==> config.mk <==
export PLATFORM = sky130hd
export DESIGN_NAME = shift_add_mul
export DESIGN_NICKNAME = d
export VERILOG_FILES = /design/src/rtl/shift_add_mul.sv
export SDC_FILE = /design/constraint.sdc
export NUM_CORES = 1
export LEC_CHECK = 0
export ABC_AREA = 1
export CAP_MARGIN = 20
export CORE_ASPECT_RATIO = 0.8
export CORE_MARGIN = 2
export CORE_UTILIZATION = 40
export DETAILED_ROUTE_END_ITERATION = 12
export PLACE_DENSITY = 0.71
export SYNTH_ARGS = -nofsm -noshare
export SYNTH_HDL_FRONTEND = slang
export SYNTH_SLANG_ARGS = --single-unit
==> constraint.sdc <==
create_clock -name clk -period 12 [get_ports clk]
set_clock_uncertainty 0.2 [all_clocks]
set_input_delay 1.2 -clock clk [delete_from_list [all_inputs] [get_ports clk]]
set_output_delay 1.2 -clock clk [all_outputs]
set_load 0.01 [all_outputs]
==> src/rtl/shift_add_mul.sv <==
// Sequential unsigned WxW multiplier: one ripple-carry Adder reused each cycle
// in a shift-and-add loop, with valid/ready handshakes on operands and product.

module Adder (
  input  logic [31:0] in_a,
  input  logic [31:0] in_b,
  input  logic        cin,
  output logic [31:0] sum,
  output logic        cout
);
  logic c;

  always_comb begin
    sum = '0;
    c   = cin;
    for (int i = 0; i < 32; i++) begin
      sum[i] = in_a[i] ^ in_b[i] ^ c;
      c      = (in_a[i] & in_b[i]) | (c & (in_a[i] ^ in_b[i]));
    end
    cout = c;
  end
endmodule

module shift_add_mul #(
  parameter int W = 32
) (
  input  logic           clk,
  input  logic           rst_n,
  input  logic           start_valid,
  output logic           start_ready,
  input  logic [W-1:0]   op_a,
  input  logic [W-1:0]   op_b,
  output logic           res_valid,
  input  logic           res_ready,
  output logic [2*W-1:0] product,
  output logic           busy
);
  typedef enum logic [1:0] {IDLE, RUN, DONE} state_t;

  state_t         state, state_nxt;
  logic [W-1:0]   a_q;
  logic [2*W-1:0] p_q;
  logic [5:0]     cnt;
  logic [W-1:0]   sum;
  logic           cout;

  // The Adder is hard-wired to 32 bits; any other width cannot be built.
  if (W != 32) begin : g_bad_width
    $error("shift_add_mul: only W=32 is supported");
  end

  Adder u_adder (
    .in_a (p_q[2*W-1:W]),
    .in_b (a_q),
    .cin  (1'b0),
    .sum  (sum),
    .cout (cout)
  );

  always_ff @(posedge clk or negedge rst_n) begin
    if (!rst_n) state <= IDLE;
    else        state <= state_nxt;
  end

  always_comb begin
    state_nxt = state;
    case (state)
      IDLE: if (start_valid)            state_nxt = RUN;
      RUN:  if (cnt == 6'(W - 1))       state_nxt = DONE;
      DONE: if (res_ready)              state_nxt = IDLE;
      default:                          state_nxt = IDLE;
    endcase
  end

  always_ff @(posedge clk or negedge rst_n) begin
    if (!rst_n) begin
      a_q <= '0;
      p_q <= '0;
      cnt <= '0;
    end else begin
      case (state)
        IDLE: if (start_valid) begin
          a_q <= op_a;
          p_q <= {{W{1'b0}}, op_b};
          cnt <= '0;
        end
        // Carry lands in the top bit after the shift, so the product never overflows.
        RUN: begin
          p_q <= p_q[0] ? {cout, sum, p_q[W-1:1]} : {1'b0, p_q[2*W-1:1]};
          cnt <= cnt + 6'd1;
        end
        default: ;
      endcase
    end
  end

  assign start_ready = (state == IDLE);
  assign res_valid   = (state == DONE);
  assign busy        = (state != IDLE);
  assign product     = p_q;
endmodule

==> impl_metrics.py <==
metrics = {
    "clock_network": {
        "clk_latency_ps": 350,
        "cts-htree-levels": 3,
        "clkSinkCount": 104,
        "clock_tree.root_cell": "clkbuf_16",
        "cts-hold-fix-buffers": 0,
        "clock_path_buffers": 2,
        "clkSlewWorstSetupHoldPaths_ps": 70,
        "tritoncts": "done",
        "numCtsBuffers": 9,
    },
    "setup_path": {
        "crit_family": "adder cells",
        "crit_path_max_fanout": 2,
        "crit_required_ps": 12060,
        "cpMostUsedCell": "fa_2",
        "critPathArrivalTime_ps": 11970,
        "crit_type": "reg -> reg",
        "critPathLaunchType": "flip-flop",
        "end_kind": "flip-flop",
        "cp_num_buf_inv": 2,
        "crit_path_max_incr_delay_ps": 500,
        "crit_slowest_cell": "fa_2",
    },
    "cells_and_area": {
        "utilization": 0.563,
        "n_antenna_cell": 0,
        "drive_gt1_frac": 0.0962,
        "fin_nets": 782,
        "layout.cells.non_filler": 857,
        "areaGrowthSynthToFinish_pct": 36.4,
        "stdcell_area_um2": 6930,
    },
    "drt": {
        "first_iter_violations": 246,
        "wire_per_inst_um": 14.3,
        "ant_nets": 0,
        "first_pass_iters": 5,
        "via_per_inst": 4.89,
        "num_vias": 4193,
        "routed_wl_um": 12300,
        "drc": 0,
    },
    "logic_synthesis": {
        "ys_top_cells_by_area": "dfrtp_1 (51%), fa_1 (12%), nand2_1 (12%), a21oi_1 (4.8%), inv_1 (4.4%)",
        "synth_common_cells": "nand2_1 (162), dfrtp_1 (104), inv_1 (59)",
        "synth_top_area_frac": 0.512,
        "postSynthCellCount": 558,
        "synth_largest_area_cell": "dfrtp_1",
        "ys_seq_elements": 104,
        "synth_most_common_cell": "nand2_1",
        "synth_edf_count": 0,
        "async_flop_share": 1.00,
        "yosys.cell_types.count": 18,
        "ys_warn_count": 0,
        "syn_area_um2": 5080,
        "synth.net_count": 659,
        "synth-seq-area-share": 0.512,
        "synth_flop_cell": "dfrtp_1",
        "synth.avg_cell_area_um2": 9.10,
    },
    "sta": {
        "max_freq_ghz": 0.0840,
        "final_max_slew_viol_count": 0,
        "fin_ws_ps": 92.4,
        "finalCritPeriodShare": 0.992,
        "layout_min_cycle_time_ps": 11910,
        "holdWs_ps": 303,
        "rsz0062_at_grt": "true",
        "slew_headroom": 0.303,
        "hold_violations": 0,
        "worstMarginPinSlew_ps": 1050,
        "setup_viol": 0,
    },
    "global_routing": {
        "grt_max_degree": 64,
        "grt_pass1_wl_um": 20800,
        "grt.total_usage": 0.192,
        "first_global_vias": 4273,
        "grt_antenna_before_repair": 0,
        "grt_overflow": 0,
    },
    "floorplan": {
        "dieArea_um2": 13600,
        "fp.coreArea_um2": 12300,
        "die_h_um": 105,
        "io_pins": 135,
        "die_w_um": 130,
        "initial_core_util": 0.413,
        "num_rows": 36,
    },
    "power": {
        "leakagePower_nw": 3.12,
        "powerDensity_nw_per_um2": 287,
        "vdd.ir_drop.worst_mv": 0.128,
    },
    "job": {
        "maxCapViolCount": 0,
    },
    "placed_design": {
        "port_buffers": 134,
        "pre_cts_slack_ps": -317,
        "place_area_um2": 6600,
        "dpl.cell_count": 839,
        "hpwl_um": 8190,
        "place.gp.congestion": 0.777,
    },
    "status": {
        "status": "complete, no violations",
    },
    "hold_path": {
        "hold_class": "reg -> reg",
    },
}
[worst reg2reg max path, delay by kind of cell (launching register included)]
kind,cells,cell delay [ps]
compound gates,2,180
flops,1,400
buf+inv,2,100
fa+ha+maj,32,10930
[through the flow]
step           TNS (ps)  power (mW)
3_5_place_dp       -573        1.70
4_1_cts               0        2.00
2_1_floorplan         0        1.28
6_report              0        1.99
3_3_place_gp       -217        1.66
5_1_grt            -150        2.20
[registers in the layout, summed over array words and instances, names as in the netlist]
signal   flops
state        2
product     64
cnt          6
a_q         32
[cell type report]
type | count | area [um2]
Tap cell | 171 | 214
Timing Repair Buffer | 141 | 1400
Clock inverter | 7 | 48.8
Multi-Input combinational cell | 363 | 2200
Sequential cell | 104 | 2600
Fill cell | 1092 | 5370
Inverter | 62 | 233
Clock buffer | 9 | 225
[per-layer routing]
metal  vias to the layer above  part of all wire  track usage
met3                        10             0.060       0.0471
met2                       120              0.47        0.309
met5                         -                 0            0
met4                         0            0.0087       0.0415
met1                      2037              0.46        0.265
li1                       2026                 -            -
[worst paths after layout]
path | cells after the start | to | from | slack, ps
max | 36 | product[62] | product[32] | 90
min | 2 | state[0] | cnt[5] | 300
max reg2reg | 36 | product[62] | product[32] | 90
min reg2reg | 2 | state[0] | cnt[5] | 300
max in group asynchronous | 2 | a_q[0] | rst_n | 9800
min in group asynchronous | 1 | a_q[15] | rst_n | 640
[power breakdown]
group	total (mW)	switching [mW]	internal, mW
Clock	0.273	0.133	0.140
Combinational	1.01	0.498	0.509
Sequential	0.708	0.174	0.533
Total	1.99	0.805	1.18
[placed cells by master, fill, tap and decap left out, types with 2 or more instances in the layout]
cell type	n
buf_4	7
dfrtp_1	104
clkbuf_16	9
nand3_1	22
clkdlybuf4s50_1	133
nand2_1	160
clkinvlp_4	4
inv_2	5
o22ai_1	16
nor2_2	2
fa_2	31
clkinv_2	2
nand2_2	2
o21ai_1	32
o21ai_0	38
nor2_1	7
inv_1	57
a21oi_1	49
[kinds of logic after synthesis]
group	after synthesis	share of synthesized area
simple gates	195	0.152
compound gates	135	0.137
flops	104	0.512
buf+inv	91	0.0712
fa+ha+maj	33	0.127
[repair_timing]
action | 4_1_cts | 5_1_grt
gates cloned | 0 | 0
gates resized for setup | 8 | 6
pin swaps | 0 | 0
setup buffers | 0 | 1
setup endpoints to repair | 3 | 3
No activity file was read; power rests on OpenSTA's default activity.
